File: config.mk
export PLATFORM = sky130hd
export DESIGN_NAME = port_rd_backend_flat
export DESIGN_NICKNAME = d
export VERILOG_FILES = /design/src/rtl/hydra_pkg.sv /design/src/rtl/port_rd_backend_if.sv /design/src/rtl/port_rd_backend_scheduler.sv /design/src/rtl/port_rd_backend.sv /design/src/flat_wrapper.sv
export SDC_FILE = /design/constraint.sdc
export NUM_CORES = 1
export LEC_CHECK = 0
export BUFFER_PORTS_ARGS = -buffer_cell sky130_fd_sc_hd__buf_4
export CAP_MARGIN = 30
export CORE_MARGIN = 2
export CORE_UTILIZATION = 35
export CTS_CLUSTER_SIZE = 28
export DETAILED_ROUTE_END_ITERATION = 8
export GPL_TIMING_DRIVEN = 0
export PLACE_DENSITY = 0.55
export REMOVE_ABC_BUFFERS = 1
export SETUP_SLACK_MARGIN = 0.5
export SYNTH_ARGS = -nofsm -noshare
export SYNTH_HDL_FRONTEND = slang
export SYNTH_SLANG_ARGS = --single-unit
File: constraint.sdc
create_clock -name clk -period 2.5 [get_ports clk]
set_input_delay 0.125 -clock clk [delete_from_list [all_inputs] [get_ports clk]]
set_output_delay 0.125 -clock clk [all_outputs]
set_load 0.1 [all_outputs]
File: src/rtl/hydra_pkg.sv
// hydra_pkg: shared widths, read-engine state and packet descriptor types
package hydra_pkg;
  localparam int PRIO_NUM    = 8;
  localparam int SRAM_IDX_W  = 5;
  localparam int SRAM_ADDR_W = 11;
  localparam int PKT_LEN_W   = 9;
  localparam int PRIO_W      = $clog2(PRIO_NUM);
  localparam int CRED_W      = $clog2(PRIO_NUM) + 1;
  localparam int DATA_W      = 16;
  typedef enum logic [1:0] {IDLE, POP, ISSUE, DRAIN} rd_state_t;
  typedef struct packed {
    logic [SRAM_IDX_W-1:0]  sram;
    logic [SRAM_ADDR_W-1:0] head;
    logic [PKT_LEN_W-1:0]   length;
  } rd_desc_t;
  // packets per round granted to queue q
  function automatic logic [CRED_W-1:0] weight(input logic [PRIO_W-1:0] q);
    return CRED_W'(q) + CRED_W'(1);
  endfunction
endpackage

File: src/rtl/port_rd_backend_if.sv
// port_rd_backend_if: queue status, descriptor pop, SRAM read and egress stream of one port
interface port_rd_backend_if;
  import hydra_pkg::*;
  logic                   ready;
  logic                   wrr_enable;
  logic [PRIO_NUM-1:0]    queue_nonempty;
  logic                   pop_req;
  logic [PRIO_W-1:0]      pop_prior;
  logic                   pop_ack;
  logic [SRAM_IDX_W-1:0]  pkt_sram;
  logic [SRAM_ADDR_W-1:0] pkt_head;
  logic [PKT_LEN_W-1:0]   pkt_length;
  logic                   sram_rd_en;
  logic [SRAM_IDX_W-1:0]  sram_rd_sram;
  logic [SRAM_ADDR_W-1:0] sram_rd_addr;
  logic                   sram_rd_gnt;
  logic [DATA_W-1:0]      sram_rd_data;
  logic                   rd_sop;
  logic                   rd_eop;
  logic                   rd_vld;
  logic [DATA_W-1:0]      rd_data;
  modport master (
    input  ready, wrr_enable, queue_nonempty, pop_ack, pkt_sram, pkt_head, pkt_length,
           sram_rd_gnt, sram_rd_data,
    output pop_req, pop_prior, sram_rd_en, sram_rd_sram, sram_rd_addr,
           rd_sop, rd_eop, rd_vld, rd_data
  );
  modport slave (
    output ready, wrr_enable, queue_nonempty, pop_ack, pkt_sram, pkt_head, pkt_length,
           sram_rd_gnt, sram_rd_data,
    input  pop_req, pop_prior, sram_rd_en, sram_rd_sram, sram_rd_addr,
           rd_sop, rd_eop, rd_vld, rd_data
  );
endinterface

File: src/rtl/port_rd_backend_scheduler.sv
// port_rd_scheduler: queue selection, strict priority or WRR (WRR compiled in with PORT_RD_WRR_EN)
module port_rd_scheduler
  import hydra_pkg::*;
(
  input  logic                clk,
  input  logic                rst,
  input  logic                wrr_enable_i,
  input  logic [PRIO_NUM-1:0] queue_nonempty_i,
  input  logic                take_i,
  input  logic                done_i,
  output logic [PRIO_W-1:0]   sel_o
);
  logic [PRIO_W-1:0] strict_sel;
  // highest-index nonempty queue wins
  always_comb begin
    strict_sel = '0;
    for (int i = 0; i < PRIO_NUM; i++) strict_sel = queue_nonempty_i[i] ? PRIO_W'(i) : strict_sel;
  end
`ifdef PORT_RD_WRR_EN
  logic [PRIO_W-1:0] ptr_q, ptr_d, wrr_sel, ptr_m1;
  logic [CRED_W-1:0] cred_q, cred_d;
  logic              wrr_q, wrr_d;
  // first nonempty queue searching downward from ptr, wrapping 0 -> top
  always_comb begin
    wrr_sel = ptr_q;
    for (int i = PRIO_NUM - 1; i >= 0; i--)
      wrr_sel = queue_nonempty_i[ptr_q - PRIO_W'(i)] ? ptr_q - PRIO_W'(i) : wrr_sel;
  end
  assign sel_o  = wrr_enable_i ? wrr_sel : strict_sel;
  assign ptr_m1 = ptr_q - PRIO_W'(1);
  // jump to a skipped-to queue on launch; spend one credit per finished packet
  always_comb begin
    wrr_d  = take_i ? wrr_enable_i : wrr_q;
    ptr_d  = ptr_q;
    cred_d = cred_q;
    if (take_i && wrr_enable_i && wrr_sel != ptr_q) begin
      ptr_d  = wrr_sel;
      cred_d = weight(wrr_sel);
    end
    if (done_i && wrr_q) begin
      ptr_d  = cred_q == CRED_W'(1) ? ptr_m1 : ptr_q;
      cred_d = cred_q == CRED_W'(1) ? weight(ptr_m1) : cred_q - CRED_W'(1);
    end
  end
  // WRR pointer, credit and the mode the current packet was launched under
  always_ff @(posedge clk) begin
    if (rst) begin
      ptr_q  <= PRIO_W'(PRIO_NUM - 1);
      cred_q <= CRED_W'(PRIO_NUM);
      wrr_q  <= 1'b0;
    end else begin
      ptr_q  <= ptr_d;
      cred_q <= cred_d;
      wrr_q  <= wrr_d;
    end
  end
`else
  logic unused_wrr;
  assign sel_o      = strict_sel;
  assign unused_wrr = &{1'b0, clk, rst, wrr_enable_i, take_i, done_i};
`endif
endmodule

File: src/rtl/port_rd_backend.sv
// port_rd_backend: per-port transmit engine (pop descriptor, fetch words, stream out); WRR via PORT_RD_WRR_EN
module port_rd_backend
  import hydra_pkg::*;
#(
  parameter int SRAM_RD_LATENCY = 2
) (
  input  logic                clk,
  input  logic                rst,
  port_rd_backend_if.master   bus
);
  localparam int L = SRAM_RD_LATENCY;
  rd_state_t          state_q, state_d;
  rd_desc_t           desc_q, desc_d;
  logic [PKT_LEN_W-1:0] iss_q, iss_d;
  logic [PKT_LEN_W:0]   rx_q, rx_d;
  logic [L-1:0]         sr_q, sr_d;
  logic [L:0]           sr_ext;
  logic [PRIO_W-1:0]    prior_q, prior_d;
  logic                 sop_q, sop_d, eop_q, eop_d, vld_q, vld_d;
  logic [DATA_W-1:0]    data_q, data_d;
  logic [PRIO_W-1:0]    sel;
  logic                 take, acc, fire, last, done, arrive;

  port_rd_scheduler u_sched (
    .clk              (clk),
    .rst              (rst),
    .wrr_enable_i     (bus.wrr_enable),
    .queue_nonempty_i (bus.queue_nonempty),
    .take_i           (take),
    .done_i           (done),
    .sel_o            (sel)
  );

  assign take   = state_q == IDLE && bus.ready && |bus.queue_nonempty;
  assign acc    = state_q == POP && bus.pop_ack;
  assign fire   = state_q == ISSUE && bus.sram_rd_gnt;
  assign last   = iss_q == desc_q.length;
  assign done   = state_q == DRAIN && rx_q == {1'b0, desc_q.length} + (PKT_LEN_W+1)'(1);
  assign arrive = sr_q[L-1];

  assign bus.pop_req      = state_q == POP;
  assign bus.pop_prior    = prior_q;
  assign bus.sram_rd_en   = state_q == ISSUE;
  assign bus.sram_rd_sram = desc_q.sram;
  assign bus.sram_rd_addr = desc_q.head + SRAM_ADDR_W'(iss_q);
  assign bus.rd_sop       = sop_q;
  assign bus.rd_eop       = eop_q;
  assign bus.rd_vld       = vld_q;
  assign bus.rd_data      = data_q;

  // next state, descriptor latch, issue/receive counters and read-latency tracker
  always_comb begin
    state_d = take ? POP : acc ? ISSUE : (fire && last) ? DRAIN : done ? IDLE : state_q;
    desc_d  = acc ? '{sram: bus.pkt_sram, head: bus.pkt_head, length: bus.pkt_length} : desc_q;
    prior_d = take ? sel : prior_q;
    iss_d   = acc ? '0 : fire ? iss_q + PKT_LEN_W'(1) : iss_q;
    rx_d    = acc ? '0 : arrive ? rx_q + (PKT_LEN_W+1)'(1) : rx_q;
    sr_ext  = {sr_q, fire};
    sr_d    = sr_ext[L-1:0];
    sop_d   = acc;
    eop_d   = done;
    vld_d   = arrive;
    data_d  = arrive ? bus.sram_rd_data : data_q;
  end

  // state and datapath registers; reset drops everything in flight
  always_ff @(posedge clk) begin
    if (rst) begin
      state_q <= IDLE;
      desc_q  <= '0;
      prior_q <= '0;
      iss_q   <= '0;
      rx_q    <= '0;
      sr_q    <= '0;
      sop_q   <= 1'b0;
      eop_q   <= 1'b0;
      vld_q   <= 1'b0;
      data_q  <= '0;
    end else begin
      state_q <= state_d;
      desc_q  <= desc_d;
      prior_q <= prior_d;
      iss_q   <= iss_d;
      rx_q    <= rx_d;
      sr_q    <= sr_d;
      sop_q   <= sop_d;
      eop_q   <= eop_d;
      vld_q   <= vld_d;
      data_q  <= data_d;
    end
  end
endmodule

File: src/flat_wrapper.sv
// flat-port wrapper written by rule: the top's interface ports become plain ports
module port_rd_backend_flat import hydra_pkg::*;
#(
  parameter int SRAM_RD_LATENCY = 2
)
  (clk, rst, bus_ready, bus_wrr_enable, bus_queue_nonempty, bus_pop_ack, bus_pkt_sram, bus_pkt_head, bus_pkt_length, bus_sram_rd_gnt, bus_sram_rd_data, bus_pop_req, bus_pop_prior, bus_sram_rd_en, bus_sram_rd_sram, bus_sram_rd_addr, bus_rd_sop, bus_rd_eop, bus_rd_vld, bus_rd_data);
  port_rd_backend_if bus_i ();
  input  logic clk;
  input  logic rst;
  input wire logic [$bits(bus_i.ready)-1:0] bus_ready;
  input wire logic [$bits(bus_i.wrr_enable)-1:0] bus_wrr_enable;
  input wire logic [$bits(bus_i.queue_nonempty)-1:0] bus_queue_nonempty;
  input wire logic [$bits(bus_i.pop_ack)-1:0] bus_pop_ack;
  input wire logic [$bits(bus_i.pkt_sram)-1:0] bus_pkt_sram;
  input wire logic [$bits(bus_i.pkt_head)-1:0] bus_pkt_head;
  input wire logic [$bits(bus_i.pkt_length)-1:0] bus_pkt_length;
  input wire logic [$bits(bus_i.sram_rd_gnt)-1:0] bus_sram_rd_gnt;
  input wire logic [$bits(bus_i.sram_rd_data)-1:0] bus_sram_rd_data;
  output wire logic [$bits(bus_i.pop_req)-1:0] bus_pop_req;
  output wire logic [$bits(bus_i.pop_prior)-1:0] bus_pop_prior;
  output wire logic [$bits(bus_i.sram_rd_en)-1:0] bus_sram_rd_en;
  output wire logic [$bits(bus_i.sram_rd_sram)-1:0] bus_sram_rd_sram;
  output wire logic [$bits(bus_i.sram_rd_addr)-1:0] bus_sram_rd_addr;
  output wire logic [$bits(bus_i.rd_sop)-1:0] bus_rd_sop;
  output wire logic [$bits(bus_i.rd_eop)-1:0] bus_rd_eop;
  output wire logic [$bits(bus_i.rd_vld)-1:0] bus_rd_vld;
  output wire logic [$bits(bus_i.rd_data)-1:0] bus_rd_data;
  assign bus_i.ready = bus_ready;
  assign bus_i.wrr_enable = bus_wrr_enable;
  assign bus_i.queue_nonempty = bus_queue_nonempty;
  assign bus_i.pop_ack = bus_pop_ack;
  assign bus_i.pkt_sram = bus_pkt_sram;
  assign bus_i.pkt_head = bus_pkt_head;
  assign bus_i.pkt_length = bus_pkt_length;
  assign bus_i.sram_rd_gnt = bus_sram_rd_gnt;
  assign bus_i.sram_rd_data = bus_sram_rd_data;
  assign bus_pop_req = bus_i.pop_req;
  assign bus_pop_prior = bus_i.pop_prior;
  assign bus_sram_rd_en = bus_i.sram_rd_en;
  assign bus_sram_rd_sram = bus_i.sram_rd_sram;
  assign bus_sram_rd_addr = bus_i.sram_rd_addr;
  assign bus_rd_sop = bus_i.rd_sop;
  assign bus_rd_eop = bus_i.rd_eop;
  assign bus_rd_vld = bus_i.rd_vld;
  assign bus_rd_data = bus_i.rd_data;
  port_rd_backend #(.SRAM_RD_LATENCY(SRAM_RD_LATENCY)) u_core (.clk(clk), .rst(rst), .bus(bus_i));
endmodule
======== Word-level counts from Yosys, hierarchy flattened ========
Cells that the tools add are included.
storage, ports and cells
  output and inout port bits .............. 40
  input port bits ......................... 55
  logic and storage cells ................. 45
  register bits ........................... 70
operators by class
  muxes and demuxes ....................... 11
  eq/ne operators ......................... 5
  add/subtract/negate cells ............... 4
  reductions and logical operators ........ 12
operators by type and width
  kind                                                              number
  3-bit two-way mux                                                 4
  11-bit by 9-bit adder with 11-bit output                          1
  10-bit by 1-bit adder with 10-bit output (second input constant)  1
  9-bit by 1-bit adder with 10-bit output (second input constant)   1
  10-bit == test                                                    1
  2-bit two-way mux                                                 5
  9-bit by 1-bit adder with 9-bit output (second input constant)    1
  9-bit == test                                                     1
  8-bit OR reduction                                                1
  1-bit logical AND                                                 6
  2-bit == test (second input constant)                             2
  4-bit nonzero test                                                1
  2-bit OR reduction                                                2
  3-bit nonzero test                                                1
  2-bit by 1-bit == test with 1-bit output (second input constant)  1
  2-bit zero test                                                   1
  1-bit two-way mux                                                 2

======== Logic depth before layout (Yosys ltp) ========
Gate-level depths: netlist of the first run.
  depth after elaboration ................. 7
  mapped depth ............................ 8
  depth with buffers taken out ............ 8

======== Modules after synthesis ========
Synthesis of the first run repeated with hierarchy kept, for this count alone.
second synthesis, totals
  cells, all modules ...................... 402
  area, all modules ....................... 3385.7 um^2
modules (own cells, without submodules)
  module             cells each  area an instance (um^2)  times used  sequential area each (um^2)
  port_rd_backend    392         3340.7                   1           1401.3
  port_rd_scheduler  10          45.0                     1           0.0

======== Least setup slack after synthesis of the first run ========
No wires, ideal clock.
  path kind ............................... reg2reg
  from .................................... reg u_core.state_q[0]
  to ...................................... reg u_core.iss_q[8]
  required time ........................... 2.372 ns
  period minus slack after synthesis ...... 3.202 ns
  arrival time ............................ 3.075 ns
  slack ................................... -0.702 ns
  buffers on the path ..................... 2
  library setup time ...................... 0.128 ns
  stages on the path, launching flop included .. 7
  cells stage by stage .................... dfxtp_1 nor2b_1 nand2_1 nand2b_1 clkbuf_1 clkbuf_1 nor2_1
between the ends
  cells in the longest elaborated chain, start to end .. 3
  elaborated cells on any way between the ends .. 5
  those cells by class .................... eq/ne: 2; reduce/logical: 3
RTL lines
  what                                      line                   source
  start, declared                           port_rd_backend.sv:12  rd_state_t state_q, state_d;
  start signal, assigned                    port_rd_backend.sv:80  state_q <= state_d;
  2-bit by 1-bit == test with 1-bit output  n/a
  net bus_pop_req                           flat_wrapper.sv:19     output wire logic [$bits(bus_i.pop_req)-1:0] bus_pop_req;
  1-bit logical AND                         port_rd_backend.sv:35  assign acc = state_q == POP && bus.pop_ack;
  2-bit OR reduction (no source line)       n/a
  end signal, assigned                      port_rd_backend.sv:83  iss_q <= iss_d;
  end, declared                             port_rd_backend.sv:14  logic [PKT_LEN_W-1:0] iss_q, iss_d;
The timed path passes the listed nets, and every way through them passes these cells.
A chain may end at the register's enable or synchronous reset.

======== Worst setup path after layout of the first run ========
  from .................................... reg u_core.iss_q[0]
  to ...................................... out bus_sram_rd_addr[10]
between the ends
  cells in the longest elaborated chain, start to end .. 1
RTL lines
  what                                      line                   source
  11-bit by 9-bit adder with 11-bit output  port_rd_backend.sv:45  assign bus.sram_rd_addr = desc_q.head + SRAM_ADDR_W'(iss_q);
  end, declared                             flat_wrapper.sv:23     output wire logic [$bits(bus_i.sram_rd_addr)-1:0] bus_sram_rd_addr;
No other way between the ends.

==> impl_metrics.env, run 1 <==
export IMPL_chipWidth_um=103.7
export IMPL_hold_path_class="input port to flop"
export IMPL_violations="negative setup slack"
export IMPL_synth_seq_cells=70
export IMPL_routed_wl_um=8992
export IMPL_syn_avg_cell_area_um2=8.543
export IMPL_async_flop_share_pct=0
export IMPL_power_total_mw=3.041
export IMPL_start_kind="flop"
export IMPL_synth_top_area_share_pct=40.30
export IMPL_critPathCaptureType="primary output"
export IMPL_hold_slack_ns=0.01870
export IMPL_fin_skew_ns=0.01373
export IMPL_cts_buffers=9
export IMPL_tightest_slew_ns=0.6508
export IMPL_period_share_pct=109.5
export IMPL_synthToLayoutAreaGrowth_pct=49.69
export IMPL_placed_cells=608
export IMPL_cts_htree_levels=3
export IMPL_cp_max_fo=2
export IMPL_place_hpwl_um=5752
export IMPL_ys_seq_area_share_pct=40.30
export IMPL_synthTopCellsByCount="70 x dfxtp_1, 70 x nand2_1, 48 x nor2_1"
export IMPL_initial_utilization_pct=35.74
export IMPL_route_detailed_drc=0
export IMPL_grt_use_met2_pct=28.19
export IMPL_yosys_area_top_type="dfxtp_1"
export IMPL_layout_setup_ws_ns=-0.2368
export IMPL_grtUsageMet1_pct=20.65
export IMPL_r2r_slack_ns=0.43
export IMPL_grt_antenna_before_repair=0
export IMPL_syn_area_um2=3477
export IMPL_yosysUniqueCellTypes=49
export IMPL_port_buffers=93
export IMPL_die_y_um=103.7
export IMPL_root_buffer="clkbuf_8"
export IMPL_clockBufferDepth=2
export IMPL_finalInstanceArea_um2=5205
export IMPL_stdcell_count=682
export IMPL_grt_max_degree=55
export IMPL_pin_count=95
export IMPL_ant_nets=0
export IMPL_fp_dieArea_um2=10750
export IMPL_clk_pin_slew_worst_paths_ns=0.09
export IMPL_irDropWorstVdd_v=0.0003409
export IMPL_dpl_cell_area_um2=4249
export IMPL_synth_edf_count=0
export IMPL_grt_use_met3_pct=4.720
export IMPL_via_per_inst=4.739
export IMPL_status="complete, but fails checks"
export IMPL_antenna_cells=0
export IMPL_maxCapViolCount=0
export IMPL_p_leak_nw=2.156
export IMPL_drive_gt1_share_pct=31.69
export IMPL_grt_pass1_wl_um=14960
export IMPL_finalSetupTns_ns=-0.5417
export IMPL_required_ns=2.38
export IMPL_place_congestion=0.8025
export IMPL_cts_sinks=70
export IMPL_slew_violations=0
export IMPL_synth_area_top_cells="dfxtp_1 40%, nand2_1 7.6%, xnor2_1 6.0%"
export IMPL_min_period_ns=2.737
export IMPL_grt_busiest_layer="met2"
export IMPL_yosys_most_used_dff="dfxtp_1"
export IMPL_fmax_ghz=0.3654
export IMPL_path_class="flop to primary output"
export IMPL_yosys_warnings=0
export IMPL_core_area_um2=9729
export IMPL_wl_per_cell_um=13.18
export IMPL_hold_viol_final=0
export IMPL_fillerInstances=921
export IMPL_insertion_delay_ns=0.36
export IMPL_critical_path_arrival_ns=2.61
export IMPL_gr_total_overflow=0
export IMPL_grt_usage_pct=16.96
export IMPL_cts_tree="yes"
export IMPL_final_net_count=612
export IMPL_power_density_nw_per_um2=584.2
export IMPL_drtIter0Drc=71
export IMPL_first_global_vias=3146
export IMPL_dr_pass1_iters=4
export IMPL_vias=3232
export IMPL_netlist_instances=407
export IMPL_slew_limit_headroom_pct=56.55
export IMPL_final_setup_viol_count=3
export IMPL_rsz0062_at_grt="yes"
export IMPL_num_rows=36
-- stage by stage --
stage	utilization, %	worst slack (ns)
finish	53.50	-0.2368
global route	53.50	-0.3287
CTS	53.14	-0.2440
detailed placement	43.67	-0.2109
global placement	43.08	-0.2245
floorplan	-	-0.9914
-- sequential cells by signal, indices dropped and copies added, names as in the netlist, 2 cells and up --
signal,cells
u_core.bus.rd_data,16
u_core.desc_q,20
u_core.iss_q,9
u_core.bus.pop_prior,3
u_core.sr_q,2
u_core.bus.sram_rd_sram,5
u_core.rx_q,10
u_core.state_q,2
-- critical path: stages, from the launching register on --
cell	delay, ns
dfxtp_4	0.36
ha_4	0.16
fa_2	0.37
a21o_1	0.18
a21oi_2	0.17
nor2b_2	0.07
o41a_1	0.36
a41oi_2	0.19
xnor2_1	0.15
buf_6	0.25
-- cells in the final DEF (no fill, tap or decap), types with 3 or more instances in the layout --
cell type	instances
xnor2_1	21
nand3_1	4
nor2b_1	6
dfxtp_2	3
o21a_1	3
nor2_1	47
dfxtp_1	60
nand4_1	9
nand2b_1	3
nor3_1	5
a21o_1	3
buf_8	3
xor2_1	18
buf_6	14
ha_4	4
dlygate4sd3_1	37
xnor2_2	3
nor4_1	3
ha_1	8
dfxtp_4	7
a21oi_2	4
o21ai_0	4
buf_4	99
a21oi_1	32
mux2i_1	18
nand2_1	69
and2_1	3
or3_1	3
clkbuf_8	9
a211oi_1	3
-- per-layer routing --
layer  wire [um]  vias up  part of all wire (%)
li1            -     1646                     -
met4         182        0                   2.0
met1        4115     1477                    46
met3         482       17                   5.4
met2        4210       92                    47
met5           0        -                     0
-- worst paths after layout --
path / from / endpoint / cells past startpoint
setup reg to reg: u_core.desc_q[1] / u_core.state_q[1] / 7
hold / removal: bus_sram_rd_data[11] / u_core.bus.rd_data[11] / 3
hold reg to reg: u_core.sr_q[0] / u_core.sr_q[1] / 1
setup / recovery: u_core.iss_q[0] / bus_sram_rd_addr[10] / 9
-- layout make-up --
cell class	count	area (um2)	area share (%)
inverter	2	7.507	0.1442
multi-input combinational	307	2052	39.42
clock inverter	7	80.08	1.538
timing repair buffer	154	1344	25.82
clock buffer	9	123.9	2.380
sequential	70	1431	27.50
tap	133	166.4	3.197
-- report_power, final --
part           switching [mW]  internal [mW]
Sequential             0.0670           1.17
Combinational           0.560          0.293
Clock                   0.475          0.470
-- kinds of logic (layout without fill, tap and decap cells) --
logic type | Yosys count | after routing | share of synthesized area (%)
adder cells (fa/ha/maj) | 13 | 13 | 4.894
flip-flops | 70 | 70 | 40.30
AND/OR/NAND/NOR | 173 | 173 | 24.22
multiplexers | 18 | 18 | 5.182
buffers and inverters | 30 | 172 | 4.534
AO/OA/AOI/OAI | 61 | 61 | 10.29
XOR/XNOR | 42 | 42 | 10.58
-- timing repair --
action                                 CTS  global route
setup endpoints to repair               29            11
endpoints found under the hold margin   37             0
setup buffers                           19             2
gates resized for setup                 53             5
hold buffers                            37             0
pin swaps                               23             7
Note: power is estimated with default switching activity, not from simulation.
==> run 2: changes to the inputs <==
--- a/config.mk
+++ b/config.mk
@@ -15,6 +15,7 @@
 export PLACE_DENSITY = 0.55
 export REMOVE_ABC_BUFFERS = 1
 export SETUP_SLACK_MARGIN = 0.5
+export SKIP_CTS_REPAIR_TIMING = 1
 export SYNTH_ARGS = -nofsm -noshare
 export SYNTH_HDL_FRONTEND = slang
 export SYNTH_SLANG_ARGS = --single-unit
==> run 2 against run 1 <==
Effect of this change: the run ends with negative hold slack, negative setup slack left; fmax is essentially flat; first-iteration DRC count grew 13%; cell count shrank 5.7%; largest cell class unchanged; die area is the same; critical path type unchanged; largest power group unchanged; worst setup slack lost 0.0013 ns.
==> impl_metrics.env, run 2 (same netlist as run 1, synthesis figures left out) <==
export IMPL_status="complete, but fails checks"
export IMPL_violations="negative hold slack, negative setup slack"
export IMPL_antenna_cells=0
export IMPL_mostFrequentLayoutCell="buf_4"
export IMPL_drive_gt1_share_pct=32.35
export IMPL_whs_endpoint="u_core.bus.rd_data[13]"
export IMPL_critPathCaptureType="primary output"
export IMPL_grt_max_degree=55
export IMPL_dpl_cell_area_um2=4249
export IMPL_fp_dieArea_um2=10750
export IMPL_final_setup_viol_count=2
export IMPL_fmax_ghz=0.3652
export IMPL_root_buffer="clkbuf_8"
export IMPL_path_class="flop to primary output"
export IMPL_p_leak_nw=1.938
export IMPL_hold_slack_ns=-0.007316
export IMPL_period_share_pct=109.5
export IMPL_required_ns=2.38
export IMPL_final_net_count=573
export IMPL_clockBufferDepth=2
export IMPL_first_global_vias=2720
export IMPL_grt_pass1_wl_um=13040
export IMPL_gr_total_overflow=0
export IMPL_r2r_end="u_core.state_q[1]"
export IMPL_hold_viol_final=6
export IMPL_cts_htree_levels=3
export IMPL_grt_antenna_before_repair=0
export IMPL_core_area_um2=9729
export IMPL_initial_utilization_pct=35.74
export IMPL_rsz0062_at_grt="yes"
export IMPL_pre_cts_ws_ns=-0.2109
export IMPL_cp_max_fo=2
export IMPL_min_period_ns=2.738
export IMPL_layout_setup_ws_ns=-0.2381
export IMPL_place_congestion=0.8025
export IMPL_drtIter0Drc=80
export IMPL_drt_met1_wl_um=3793
export IMPL_largest_reg_flops=20
export IMPL_synthToLayoutAreaGrowth_pct=38.29
export IMPL_port_buffers=93
export IMPL_ant_nets=0
export IMPL_start_kind="flop"
export IMPL_hp_start="bus_sram_rd_data[13]"
export IMPL_place_hpwl_um=5752
export IMPL_insertion_delay_ns=0.36
export IMPL_via_per_inst=4.760
export IMPL_tightest_slew_ns=0.6440
export IMPL_critical_path_arrival_ns=2.61
export IMPL_cts_tree="yes"
export IMPL_hold_path_class="input port to flop"
export IMPL_top_register="u_core.desc_q"
export IMPL_grt_usage_pct=14.87
export IMPL_chipWidth_um=103.7
export IMPL_routed_wl_um=8344
export IMPL_wl_met2_um=3866
export IMPL_route_detailed_drc=0
export IMPL_wl_met3_um=564
export IMPL_maxCapViolCount=0
export IMPL_clk_pin_slew_worst_paths_ns=0.09
export IMPL_dr_pass1_iters=4
export IMPL_r2r_slack_ns=0.38
export IMPL_final_util_pct=49.42
export IMPL_cts_buffers=9
export IMPL_num_rows=36
export IMPL_cts_sinks=70
export IMPL_mostFrequentLayoutCells="95 x buf_4, 70 x nand2_1, 55 x dfxtp_1"
export IMPL_hold_path_depth=3
export IMPL_finalInstanceArea_um2=4808
export IMPL_wl_per_cell_um=12.98
export IMPL_power_density_nw_per_um2=622.9
export IMPL_die_y_um=103.7
export IMPL_slew_violations=0
export IMPL_fin_skew_ns=0.01343
export IMPL_irDropWorstVdd_v=0.0003064
export IMPL_highest_layer="met4"
export IMPL_r2r_start="u_core.desc_q[1]"
export IMPL_pin_count=95
export IMPL_slew_limit_headroom_pct=57.01
export IMPL_vias=3061
export IMPL_worstRegToRegCells=7
==> run 2: cell types whose count changed in the layout (fill, tap and decap cells not counted), sizes merged <==
cell / previous run / this run
buf: 117 / 105
dlygate4sd3: 37 / 10
==> run 2: per-stage QoR <==
stage          TNS [ns]  power, mW  std cells
2_1_floorplan    -36.93      1.796        379
3_3_place_gp    -0.3599      2.005        605
3_5_place_dp    -0.3549      2.030        608
4_1_cts          -1.794      2.990        624
5_1_grt         -0.6775      3.142        643
6_report        -0.4622      2.995        643
==> run 2: per-layer routing <==
metal | vias up | GRT usage (%)
li1 | 1569 | -
met1 | 1399 | 18.70
met2 | 83 | 22.89
met3 | 10 | 5.727
met4 | 0 | 6.081
met5 | - | 0
==> run 2: where the power goes <==
group | total, mW | internal (mW) | leakage [nW] | switching [mW]
Clock | 0.945 | 0.470 | 0.0964 | 0.475
Sequential | 1.24 | 1.18 | 0.576 | 0.0670
Combinational | 0.808 | 0.261 | 1.27 | 0.547
==> run 2: how the worst max path moves through the flow <==
stage | start | endpoint | slack (ns) | depth (start not counted)
after detailed placement | u_core.iss_q[0] | bus_sram_rd_addr[10] | -0.21 | 9
after global placement | u_core.iss_q[0] | bus_sram_rd_addr[10] | -0.22 | 9
after CTS | u_core.iss_q[0] | bus_sram_rd_addr[10] | -0.62 | 9
after floorplan | u_core.state_q[0] | u_core.iss_q[0] | -0.99 | 4
after global routing | u_core.iss_q[0] | bus_sram_rd_addr[10] | -0.33 | 9
final | u_core.iss_q[0] | bus_sram_rd_addr[10] | -0.24 | 9
==> run 2: worst max-delay path, stage by stage, from the launching register on <==
cell and delay (ns):
dfxtp_4 0.36, ha_4 0.16, fa_2 0.35, a21o_1 0.17, a21oi_2 0.16, nor2b_2 0.07
o41a_1 0.42, a41oi_2 0.17, xnor2_1 0.15, buf_6 0.25
==> run 2: layout make-up <==
| cell class | instances | area [um2] |
|---|---|---|
| Clock buffer | 9 | 123.9 |
| Clock inverter | 7 | 80.08 |
| Fill cell | 971 | 4921 |
| Inverter | 2 | 7.507 |
| Multi-Input combinational cell | 307 | 2041 |
| Sequential cell | 70 | 1440 |
| Tap cell | 133 | 166.4 |
| Timing Repair Buffer | 115 | 949.7 |
==> run 3: changes to the inputs <==
--- a/config.mk
+++ b/config.mk
@@ -18,4 +18,5 @@
 export SKIP_CTS_REPAIR_TIMING = 1
 export SYNTH_ARGS = -nofsm -noshare
 export SYNTH_HDL_FRONTEND = slang
+export SYNTH_HIERARCHICAL = 1
 export SYNTH_SLANG_ARGS = --single-unit
==> run 3 against run 2 <==
Effect of this change: the run ends with negative setup slack left; critical path depth did not move; global-route usage increased by 1.5 points; via count is 2.0% lower; power decreased by 9.5%; worst setup slack worse by 0.042 ns; die area decreased by 2.5%; register-to-register slack improved by 0.19 ns; critical path type unchanged; highest routed layer unchanged.
==> impl_metrics.env, run 3 <==
export IMPL_power_density_nw_per_um2=579.0
export IMPL_vias=3000
export IMPL_ant_nets=0
export IMPL_route_detailed_drc=0
export IMPL_crit_path_top_delay_cell="o41a_1"
export IMPL_finalInstanceArea_um2=4681
export IMPL_required_ns=2.38
export IMPL_cts_buffers=9
export IMPL_yosys_most_used_dff="dfxtp_1"
export IMPL_yosys_warnings=6
export IMPL_fin_skew_ns=0.01173
export IMPL_min_period_ns=2.780
export IMPL_root_buffer="clkbuf_8"
export IMPL_netlist_instances=402
export IMPL_period_share_pct=111.2
export IMPL_async_flop_share_pct=0
export IMPL_ys_seq_area_share_pct=41.39
export IMPL_core_area_um2=9328
export IMPL_synthToLayoutAreaGrowth_pct=38.25
export IMPL_num_rows=35
export IMPL_die_y_um=102.4
export IMPL_layout_setup_ws_ns=-0.2801
export IMPL_syn_avg_cell_area_um2=8.422
export IMPL_final_net_count=565
export IMPL_rsz0062_at_grt="yes"
export IMPL_dpl_cell_area_um2=4158
export IMPL_cts_htree_levels=3
export IMPL_p_leak_nw=1.894
export IMPL_synthTopCellsByCount="70 x dfxtp_1, 70 x nand2_1, 50 x nor2_1"
export IMPL_synth_seq_cells=70
export IMPL_slew_limit_headroom_pct=49.45
export IMPL_cp_cell_sequence="ha_4, fa_2, a21o_1, a21oi_2, nor2b_1, o41a_1, a41oi_2, xnor2_1, buf_6"
export IMPL_gr_total_overflow=0
export IMPL_cpPeakStageDelay_ns=0.41
export IMPL_critical_path_arrival_ns=2.66
export IMPL_cp_top_family="compound AO/OA/AOI/OAI gates"
export IMPL_grt_usage_pct=16.40
export IMPL_mostFrequentLayoutCell="buf_4"
export IMPL_r2r_start="u_core/desc_q[1]"
export IMPL_mostFrequentLayoutCells="93 x buf_4, 70 x nand2_1, 64 x dfxtp_1"
export IMPL_yosysUniqueCellTypes=43
export IMPL_tightest_slew_ns=0.7582
export IMPL_wl_per_cell_um=13.06
export IMPL_pre_cts_ws_ns=-0.1667
export IMPL_hold_path_class="input port to flop"
export IMPL_insertion_delay_ns=0.34
export IMPL_hp_start="bus_sram_rd_data[4]"
export IMPL_fillerInstances=927
export IMPL_grt_pass1_wl_um=13500
export IMPL_grt_max_degree=54
export IMPL_path_class="flop to primary output"
export IMPL_cp_max_fo=4
export IMPL_status="complete, but fails checks"
export IMPL_syn_area_um2=3386
export IMPL_dr_pass1_iters=4
export IMPL_violations="negative setup slack"
export IMPL_final_setup_viol_count=3
export IMPL_place_congestion=0.7643
export IMPL_pin_count=95
export IMPL_synth_top_area_share_pct=41.39
export IMPL_initial_utilization_pct=36.30
export IMPL_hold_path_depth=3
export IMPL_drtIter0Drc=125
export IMPL_routed_wl_um=8238
export IMPL_via_per_inst=4.754
export IMPL_synth_area_top_cells="dfxtp_1 41%, nand2_1 7.8%, xnor2_1 6.5%"
export IMPL_largest_reg_flops=20
export IMPL_chipWidth_um=102.4
export IMPL_hold_viol_final=0
export IMPL_setup_worst_path_start="u_core/iss_q[0]"
export IMPL_synth_edf_count=0
export IMPL_critPathCaptureType="primary output"
export IMPL_clk_pin_slew_worst_paths_ns=0.09
export IMPL_cts_tree="yes"
export IMPL_slew_violations=0
export IMPL_grt_antenna_before_repair=0
export IMPL_path_depth=9
export IMPL_port_buffers=93
export IMPL_yosys_area_top_type="dfxtp_1"
export IMPL_crit_buf_inv=1
export IMPL_start_kind="flop"
export IMPL_top_register="u_core/desc_q"
export IMPL_fmax_ghz=0.3597
export IMPL_place_hpwl_um=5605
export IMPL_maxCapViolCount=0
export IMPL_drive_gt1_share_pct=29.48
export IMPL_worstRegToRegCells=7
export IMPL_clockBufferDepth=2
export IMPL_antenna_cells=0
export IMPL_cts_sinks=70
export IMPL_fp_dieArea_um2=10480
export IMPL_first_global_vias=2845
export IMPL_irDropWorstVdd_v=0.0002589
-- run 3: cell types whose count changed in the layout (fill, tap and decap cells not counted), sizes merged, moves of 3 or more --
cell	change
inv	+3
mux2i	+3
xor2	-3
dlygate4sd3	-7
o211a	+3
-- run 3: where the power goes --
part / total, mW / internal, mW / switching [mW]
sequential: 1.20 / 1.16 / 0.0442
clock: 0.924 / 0.468 / 0.456
combinational: 0.587 / 0.196 / 0.390
-- run 3: worst paths after layout --
kind / endpoint / slack [ns]
worst max-delay path: bus_sram_rd_addr[10] / -0.28
worst max register to register: u_core/state_q[1] / 0.57
worst min-delay path: u_core/bus.rd_data[4] / 0.008
worst min register to register: u_core/sr_q[1] / 0.45
-- run 3: area by class of cell --
cell class / count / area [um2] / area share (%)
multi-input cells: 301 / 1969 / 42.07
inverters: 6 / 22.52 / 0.4812
flip-flops and latches: 70 / 1419 / 30.31
well taps: 129 / 161.4 / 3.448
clock inverters: 6 / 70.07 / 1.497
clock buffers: 10 / 127.6 / 2.727
repair buffers: 109 / 910.9 / 19.46
-- run 3: cell families (layout without fill, tap and decap cells) --
kind of cell	Yosys count	count (layout)	share of synthesized area, %
AND/OR/NAND/NOR	166	166	21.95
AO/OA/AOI/OAI	61	61	11.01
buffers and inverters	31	131	4.065
flip-flops	70	70	41.39
adder cells (fa/ha/maj)	13	13	5.026
multiplexers	21	21	6.208
XOR/XNOR	40	40	10.35
-- run 3: worst register-to-register path, delay by kind of cell (launching register included) --
kind	cells	cell delay, ns
DFF	1	0.38
adders and majority gates	1	0.17
and+or+nand+nor	1	0.16
AOI/OAI and AO/OA	5	1.08
-- run 3: routing by layer --
layer	vias up	GRT usage [%]	part of all wire (%)
li1	1546	-	-
met5	-	0	0
met4	0	3.692	0.62
met2	74	26.42	47
met3	5	7.045	7.3
met1	1375	20.48	45
-- run 3: per-stage QoR --
stage | util, % | instances | total power [mW] | hold slack [ns] | TNS, ns
6_report | 50.18 | 631 | 2.710 | 0.008103 | -0.5391
5_1_grt | 50.18 | 631 | 2.839 | 0.005945 | -0.9432
4_1_cts | 46.69 | 616 | 2.707 | -0.01285 | -1.545
3_5_place_dp | 44.57 | 600 | 1.769 | 0.3674 | -0.2736
3_3_place_gp | 44.28 | 599 | 1.762 | 0.3577 | -0.2688
2_1_floorplan | - | 377 | 1.594 | 0.1908 | -36.22
